[src/rtl/ps2_mouse_packet_decoder_if.sv]
// Byte stream from the PS/2 receiver into the packet decoder, plus the decoded
// motion/button outputs consumed by the object-movement blocks.
interface ps2_mouse_packet_decoder_if;
    logic [7:0] rxData;
    logic       rxValid;
    logic [9:0] vx;
    logic [8:0] vy;
    logic       dx;
    logic       dy;
    logic       mousepush;
    logic       rbutton;
    logic       mouseReady;
    logic       syncErr;

    modport master (
        output rxData, rxValid,
        input  vx, vy, dx, dy, mousepush, rbutton, mouseReady, syncErr
    );

    modport slave (
        input  rxData, rxValid,
        output vx, vy, dx, dy, mousepush, rbutton, mouseReady, syncErr
    );
endinterface

[src/rtl/ps2_mouse_packet_decoder.sv]
// Assembles 3-byte PS/2 mouse packets into magnitude+sign velocities and buttons,
// resynchronising on the header's always-one bit and aborting stalled packets.
module ps2_mouse_packet_decoder #(
    parameter int SHIFT   = 0,
    parameter int TIMEOUT = 2000000,
    parameter int TW      = 21
) (
    input logic clk,
    input logic rst,
    ps2_mouse_packet_decoder_if.slave bus
);

    typedef enum logic [1:0] {IDLE, B1, B2} state_t;

    state_t        state, state_nxt;
    logic [TW-1:0] cnt;
    // header fields kept: [0] L, [1] R, [2] X sign, [3] Y sign, [4] X ovf, [5] Y ovf
    logic [5:0]    hdr;
    logic [7:0]    bx;
    logic          take_hdr, take_x, done, err, expired;
    logic [8:0]    mag_x, mag_y;

    function automatic logic [8:0] mag(input logic s, input logic ov, input logic [7:0] b);
        logic [8:0] v;
        v = {s, b};
        if (ov)     return 9'h100;
        else if (s) return ~v + 9'd1;
        else        return {1'b0, b};
    endfunction

    assign expired = (state != IDLE) && (cnt == TW'(TIMEOUT));
    assign mag_x   = mag(hdr[2], hdr[4], bx);
    assign mag_y   = mag(hdr[3], hdr[5], bus.rxData);

    always_comb begin
        state_nxt = state;
        take_hdr  = 1'b0;
        take_x    = 1'b0;
        done      = 1'b0;
        err       = 1'b0;
        case (state)
            IDLE: if (bus.rxValid) begin
                if (bus.rxData[3]) begin
                    take_hdr  = 1'b1;
                    state_nxt = B1;
                end else begin
                    err = 1'b1;
                end
            end
            B1: if (bus.rxValid) begin
                take_x    = 1'b1;
                state_nxt = B2;
            end else if (expired) begin
                err       = 1'b1;
                state_nxt = IDLE;
            end
            B2: if (bus.rxValid) begin
                done      = 1'b1;
                state_nxt = IDLE;
            end else if (expired) begin
                err       = 1'b1;
                state_nxt = IDLE;
            end
            default: state_nxt = IDLE;
        endcase
    end

    always_ff @(posedge clk) begin
        if (rst) begin
            state          <= IDLE;
            cnt            <= '0;
            hdr            <= '0;
            bx             <= '0;
            bus.vx         <= '0;
            bus.vy         <= '0;
            bus.dx         <= 1'b0;
            bus.dy         <= 1'b0;
            bus.mousepush  <= 1'b0;
            bus.rbutton    <= 1'b0;
            bus.mouseReady <= 1'b0;
            bus.syncErr    <= 1'b0;
        end else begin
            state <= state_nxt;
            // an accepted byte restarts the idle count; it only runs mid-packet
            cnt   <= (state_nxt == IDLE || bus.rxValid) ? '0 : cnt + TW'(1);
            if (take_hdr) hdr <= {bus.rxData[7:4], bus.rxData[1:0]};
            if (take_x)   bx  <= bus.rxData;
            bus.mouseReady <= done;
            bus.syncErr    <= err;
            if (done) begin
                bus.vx        <= 10'(mag_x >> SHIFT);
                bus.vy        <= 9'(mag_y >> SHIFT);
                bus.dx        <= hdr[2];
                bus.dy        <= hdr[3];
                bus.mousepush <= hdr[0];
                bus.rbutton   <= hdr[1];
            end
        end
    end

endmodule

[src/flat_wrapper.sv]
// flat-port wrapper written by rule: the top's interface ports become plain ports
module ps2_mouse_packet_decoder_flat 
#(
    parameter int SHIFT   = 0,
    parameter int TIMEOUT = 2000000,
    parameter int TW      = 21
)
  (clk, rst, bus_rxData, bus_rxValid, bus_vx, bus_vy, bus_dx, bus_dy, bus_mousepush, bus_rbutton, bus_mouseReady, bus_syncErr);
  ps2_mouse_packet_decoder_if bus_i ();
  input logic clk;
  input logic rst;
  input wire logic [$bits(bus_i.rxData)-1:0] bus_rxData;
  input wire logic [$bits(bus_i.rxValid)-1:0] bus_rxValid;
  output wire logic [$bits(bus_i.vx)-1:0] bus_vx;
  output wire logic [$bits(bus_i.vy)-1:0] bus_vy;
  output wire logic [$bits(bus_i.dx)-1:0] bus_dx;
  output wire logic [$bits(bus_i.dy)-1:0] bus_dy;
  output wire logic [$bits(bus_i.mousepush)-1:0] bus_mousepush;
  output wire logic [$bits(bus_i.rbutton)-1:0] bus_rbutton;
  output wire logic [$bits(bus_i.mouseReady)-1:0] bus_mouseReady;
  output wire logic [$bits(bus_i.syncErr)-1:0] bus_syncErr;
  assign bus_i.rxData = bus_rxData;
  assign bus_i.rxValid = bus_rxValid;
  assign bus_vx = bus_i.vx;
  assign bus_vy = bus_i.vy;
  assign bus_dx = bus_i.dx;
  assign bus_dy = bus_i.dy;
  assign bus_mousepush = bus_i.mousepush;
  assign bus_rbutton = bus_i.rbutton;
  assign bus_mouseReady = bus_i.mouseReady;
  assign bus_syncErr = bus_i.syncErr;
  ps2_mouse_packet_decoder #(.SHIFT(SHIFT), .TIMEOUT(TIMEOUT), .TW(TW)) u_core (.clk(clk), .rst(rst), .bus(bus_i));
endmodule
[config.mk]
export PLATFORM = sky130hd
export DESIGN_NAME = ps2_mouse_packet_decoder_flat
export DESIGN_NICKNAME = d
export VERILOG_FILES = /design/src/rtl/ps2_mouse_packet_decoder_if.sv /design/src/rtl/ps2_mouse_packet_decoder.sv /design/src/flat_wrapper.sv
export SDC_FILE = /design/constraint.sdc
export NUM_CORES = 1
export LEC_CHECK = 0
export BUFFER_PORTS_ARGS = -buffer_cell sky130_fd_sc_hd__buf_4
export CAP_MARGIN = 15
export CORE_MARGIN = 1
export CORE_UTILIZATION = 51
export DETAILED_ROUTE_END_ITERATION = 7
export GPL_TIMING_DRIVEN = 1
export PLACE_DENSITY_LB_ADDON = 0.05
export SLEW_MARGIN = 20
export SYNTH_ARGS = -nofsm -noshare
export SYNTH_HDL_FRONTEND = slang
export SYNTH_SLANG_ARGS = --single-unit
export TNS_END_PERCENT = 1
[constraint.sdc]
create_clock -name clk -period 1.8 [get_ports clk]
set_clock_uncertainty 0.15 [all_clocks]
set_input_delay 0.36 -clock clk [delete_from_list [all_inputs] [get_ports clk]]
set_output_delay 0.36 -clock clk [all_outputs]
set_load 0.02 [all_outputs]
* Word level (Yosys, flattened, before mapping)
Cells that the tools add are included.
Word-level totals: output and inout bits 25, memories 0, input bits 11, memory bits (read-only) 0, bits in writable memories 0, word-level logic and storage cells 48, bits in latches 0, register bits 61
Operators by class: muxes and demuxes 21, reduce and logical (&&, ||, !) cells 7, order comparisons 0, equal/unequal tests 3, shifts and indexed selects 0, bitwise logic cells 2, $mul 0, divide/modulo/power cells 0, add/subtract/negate cells 3
Operator list (count):
- 2-to-1 mux 9 bit | 4
- adder 21 x 1 -> 21 bit, second input constant | 1
- equality test 21 bit, second input constant | 1
- adder 9 x 1 -> 9 bit, second input constant | 2
- NOT 9 bit | 2
- 2-to-1 mux 1 bit | 10
- 2-to-1 mux 2 bit | 5
- case mux 2 bit (3 select lines) | 1
- zero test 2 bit | 2
- OR reduction 2 bit | 2
- equality test 2 x 1 -> 1 bit, second input constant | 1
- equality test 2 bit, second input constant | 1
- case mux 1 bit (2 select lines) | 1
- nonzero test 2 bit | 1
- logical AND 1 bit | 1
- logical OR 1 bit | 1

* Longest topological paths before layout
word-level depth 8, depth in mapped cells 7, gate-level depth less buffers 6

* Least setup slack after synthesis
OpenSTA, ideal clock, no wires.
path type reg-to-reg, start point register u_core.state[1], end point register u_core.cnt[2], arrival time 1.647 ns, period minus slack after synthesis 1.931 ns, stages on the path, launching flop included 8, slack -0.131 ns, setup time 0.134 ns, data required time 1.516 ns, buffers on the path 1, path through dfxtp_1 inv_1 ha_1 nor4b_1 nand4b_1 o21ai_0 buf_2 nor3_1
On the way: word-level cells in the longest chain between the ends 8, elaborated cells on any way between the ends 14, classes of those cells eq/ne (2); mux (6); reduce/logical (6)
RTL lines:
- from (decl) | line ps2_mouse_packet_decoder.sv:15 | state_t state, state_nxt;
- from (signal assigned) | line ps2_mouse_packet_decoder.sv:83 | state <= state_nxt;
- nonzero test 2 bit | line ps2_mouse_packet_decoder.sv:31 | assign expired = (state != IDLE) && (cnt == TW'(TIMEOUT));
- logical AND 1 bit | line ps2_mouse_packet_decoder.sv:31
- 2-to-1 mux 2 bit | line ps2_mouse_packet_decoder.sv:53, ps2_mouse_packet_decoder.sv:60
- 2-to-1 mux 2 bit (on tied branches) | line ps2_mouse_packet_decoder.sv:57, ps2_mouse_packet_decoder.sv:50
- case mux 2 bit (3 select lines) (*) | line ps2_mouse_packet_decoder.sv:41 | case (state)
- zero test 2 bit (*) | line ps2_mouse_packet_decoder.sv:85 | cnt <= (state_nxt == IDLE || bus.rxValid) ? '0 : cnt + TW'(1);
- logical OR 1 bit (*) | line ps2_mouse_packet_decoder.sv:85
- OR reduction 2 bit (no source line) (*)
- to (signal assigned) | line ps2_mouse_packet_decoder.sv:85
- to (decl) | line ps2_mouse_packet_decoder.sv:16 | logic [TW-1:0] cnt;
Every way passes the cells marked *; elsewhere a longest branch is shown, timed or not. A chain may end at the register's enable or synchronous reset.

* Final worst setup path
start point register u_core.bx[5], end point register u_core.bus.vx[8]
On the way: word-level cells in the longest chain between the ends 4
RTL lines:
- from (decl) | line ps2_mouse_packet_decoder.sv:19 | logic [7:0] bx;
- from (signal assigned) | line ps2_mouse_packet_decoder.sv:87 | if (take_x) bx <= bus.rxData;
- NOT 9 bit | line ps2_mouse_packet_decoder.sv:27 | else if (s) return ~v + 9'd1;
- adder 9 x 1 -> 9 bit | line ps2_mouse_packet_decoder.sv:27
- 2-to-1 mux 9 bit | line ps2_mouse_packet_decoder.sv:27
- 2-to-1 mux 9 bit | line ps2_mouse_packet_decoder.sv:26 | if (ov) return 9'h100;
- to (signal assigned) | line ps2_mouse_packet_decoder.sv:91 | bus.vx <= 10'(mag_x >> SHIFT);
- to (decl) | line ps2_mouse_packet_decoder_if.sv:22 | output vx, vy, dx, dy, mousepush, rbutton, mouseReady, syncErr
Every way passes these cells.

==> impl_metrics.yaml <==
drt:
  avgViaCountPerCell: 5.38
  via_count: 2693
  drt-total-wl_mm: 7.10
  drtAntennaViolNets: 0
  drc: 0
  drt_pass1_iterations: 4
  routedWlPerCell_microns: 14.2
  initialDrtViolationCount: 87
pwr:
  power_leakage_nw: 1.56
  irDropWorstVdd_mv: 0.461
  power_mw: 2.78
  p_per_area_nw_per_um2: 699
layout:
  layout.nets: 443
  final.fill_count: 441
  drive_gt1_frac: 0.343
  diodes: 0
  areaGrowthSynthToFinish_pct: 36.8
  fin_cells: 501
logic_synthesis:
  ys_ff_latch: 61
  synth_edf_count: 0
  synth_common_cells: "61 x dfxtp_1, 30 x nand2_1, 25 x nor2_1, 22 x a21oi_1"
  synth.most_common_cell: "dfxtp_1"
  syn_area_sq_um: 2910
  synth.avg_cell_area_sq_um: 8.45
  syn_inst: 344
  yosysSeqAreaShare: 0.420
  synth_top_cell_area_share: 0.420
  async_flop_share: 0
  synthesis.nets: 363
  synthFlopType: "dfxtp_1"
  synth.distinct_cells: 44
  yosys.area.top_type: "dfxtp_1"
  synthTopCellsByArea: "dfxtp_1 42%, xor2_1 4.2%, nand2_1 3.9%"
  yosysWarnings: 0
cts:
  cts-root-buf: "clkbuf_8"
  clk_latency_ns: 0.35
  hold_buffers: 0
  cts_max_path_buffers: 2
  cts_max_level: 3
  cts.sinks: 61
  cts_tree: "yes"
  cts.clk_slew.worst_paths_ns: 0.07
  numCtsBuffers: 9
timing:
  hold_viol_final: 0
  setup_slack_ns: 0.0255
  fmax_mhz: 564
  drv_slew: 0
  period_minus_slack_ns: 1.77
  fin_tns_setup_ns: 0
  rsz0062_at_grt: "true"
  finalSetupViolations: 0
  period_share: 0.986
  hold_slack_ns: 0.158
setup_path:
  cp-end-kind: "flop"
  cp-start-kind: "flop"
  cp_slowest_cell: "or4_4"
  worstPathRequired_ns: 1.91
  r2r_slack_ns: 0.03
  critical_path.cell_chain: "or4_4, or4_1, a211oi_1"
  path_class: "flop to flop"
  path_max_fanout: 3
  cp_slowest_stage_delay_ns: 0.54
  cp.arrival_ns: 1.88
grt:
  grt_pass1_wl_mm: 10.9
  met3_usage: 0.0471
  antenna_found_initial: 0
  grt_pass1_vias: 2395
  grt.busiest_layer: "met2"
  use_met2: 0.402
  grt-ovfl-total: 0
  grt_max_degree: 22
  grt_use_total: 0.234
  use_met1: 0.271
floorplanning:
  dieWidth_microns: 77.5
  core_sq_um: 5510
  die_area_sq_um: 6010
  io-pin-count: 36
  initial_core_util: 0.528
  die_h_microns: 77.5
  std_cell_rows: 27
place:
  pre_cts_ws_ns: -0.147
  placed_cells: 480
  io_buffers: 34
  hpwl_mm: 4.75
  gp_congestion: 0.800
min_path:
  hp-class: "input port to flop"
status:
  status: "completed"
run:
  cap_viol_max_count: 0
-- what timing repair did --
action | in CTS | in global routing
pin swaps | 0 | 13
gates cloned | 0 | 3
buffers inserted | 0 | 3
setup endpoints to repair | 8 | 28
gates resized for setup | 2 | 43
-- cells by family (layout without fill, tap and decap cells) --
family | count (synthesis) | in the layout | share of synthesized area
XOR/XNOR | 19 | 19 | 0.0572
buffers and inverters | 41 | 126 | 0.0577
flip-flops | 61 | 61 | 0.420
multiplexers | 4 | 4 | 0.0138
AO/OA/AOI/OAI | 71 | 71 | 0.155
adder cells (fa/ha/maj) | 8 | 8 | 0.0344
AND/OR/NAND/NOR | 139 | 139 | 0.260
other | 1 | 1 | 0.00129
-- final timing paths --
kind / from / cells after the start / end
hold reg to reg: u_core.cnt[0] / 1 / u_core.cnt[0]
setup / recovery: u_core.bx[5] / 3 / u_core.bus.vx[8]
setup reg to reg: u_core.bx[5] / 3 / u_core.bus.vx[8]
hold / removal: bus_rxData[6] / 3 / u_core.hdr[4]
-- through the flow --
stage / util / instance area [sq um]
2_1_floorplan: - / 2910
3_3_place_gp: 0.648 / 3570
3_5_place_dp: 0.648 / 3570
4_1_cts: 0.681 / 3750
5_1_grt: 0.722 / 3980
6_report: 0.722 / 3980
-- routing by layer --
metal,up-vias,routed length (microns)
met5,-,0
met4,0,131
met3,13,250
met2,54,3600
met1,1244,3120
li1,1382,-
-- placed cells by master, fill, tap and decap left out, types with 4 or more instances in the layout --
cell / count
o21ai_0: 17
xor2_1: 14
o31ai_1: 6
and2_1: 4
dfxtp_1: 53
inv_1: 15
a211oi_2: 7
a21oi_1: 22
a22oi_1: 5
nor3_1: 10
or4_4: 4
or3_1: 7
mux2i_1: 4
or4_1: 6
xnor2_1: 5
dfxtp_2: 8
nand4_1: 6
clkbuf_1: 4
nand2_1: 29
buf_4: 87
ha_1: 6
nor3_2: 4
nand3b_1: 7
nor2_1: 25
clkbuf_8: 11
nand3_1: 14
-- area by class of cell --
type	instances	area [sq um]	share of cell area
clock buffer	15	166	0.0418
clock inverter	1	5.00	0.00126
inverter	17	63.8	0.0160
multi-input combinational	242	1660	0.418
sequential	61	1230	0.310
tap	72	90.1	0.0226
timing repair buffer	93	757	0.190
-- worst max-delay path: cells and delay by family, from the launching register on --
family	cells	cell delay (ns)
and+or+nand+nor	2	1.03
DFF	1	0.31
AOI/OAI and AO/OA	1	0.21
-- where the power goes --
group,switching [mW],internal [mW],leakage (nW)
clock,0.505,0.575,0.0877
sequential,0.0188,1.37,0.497
combinational,0.164,0.146,0.971
total,0.688,2.09,1.56
-- state kept, by name, summed over array words and instances (netlist names) --
name and count:
u_core.bus.mousepush 1, u_core.cnt 21, u_core.bus.vy 9, u_core.bx 8, u_core.bus.mouseReady 1, u_core.bus.dx 1
u_core.bus.dy 1, u_core.bus.rbutton 1, u_core.bus.vx 9, u_core.bus.syncErr 1, u_core.state 2, u_core.hdr 6
No activity file was read; power rests on OpenSTA's default activity.
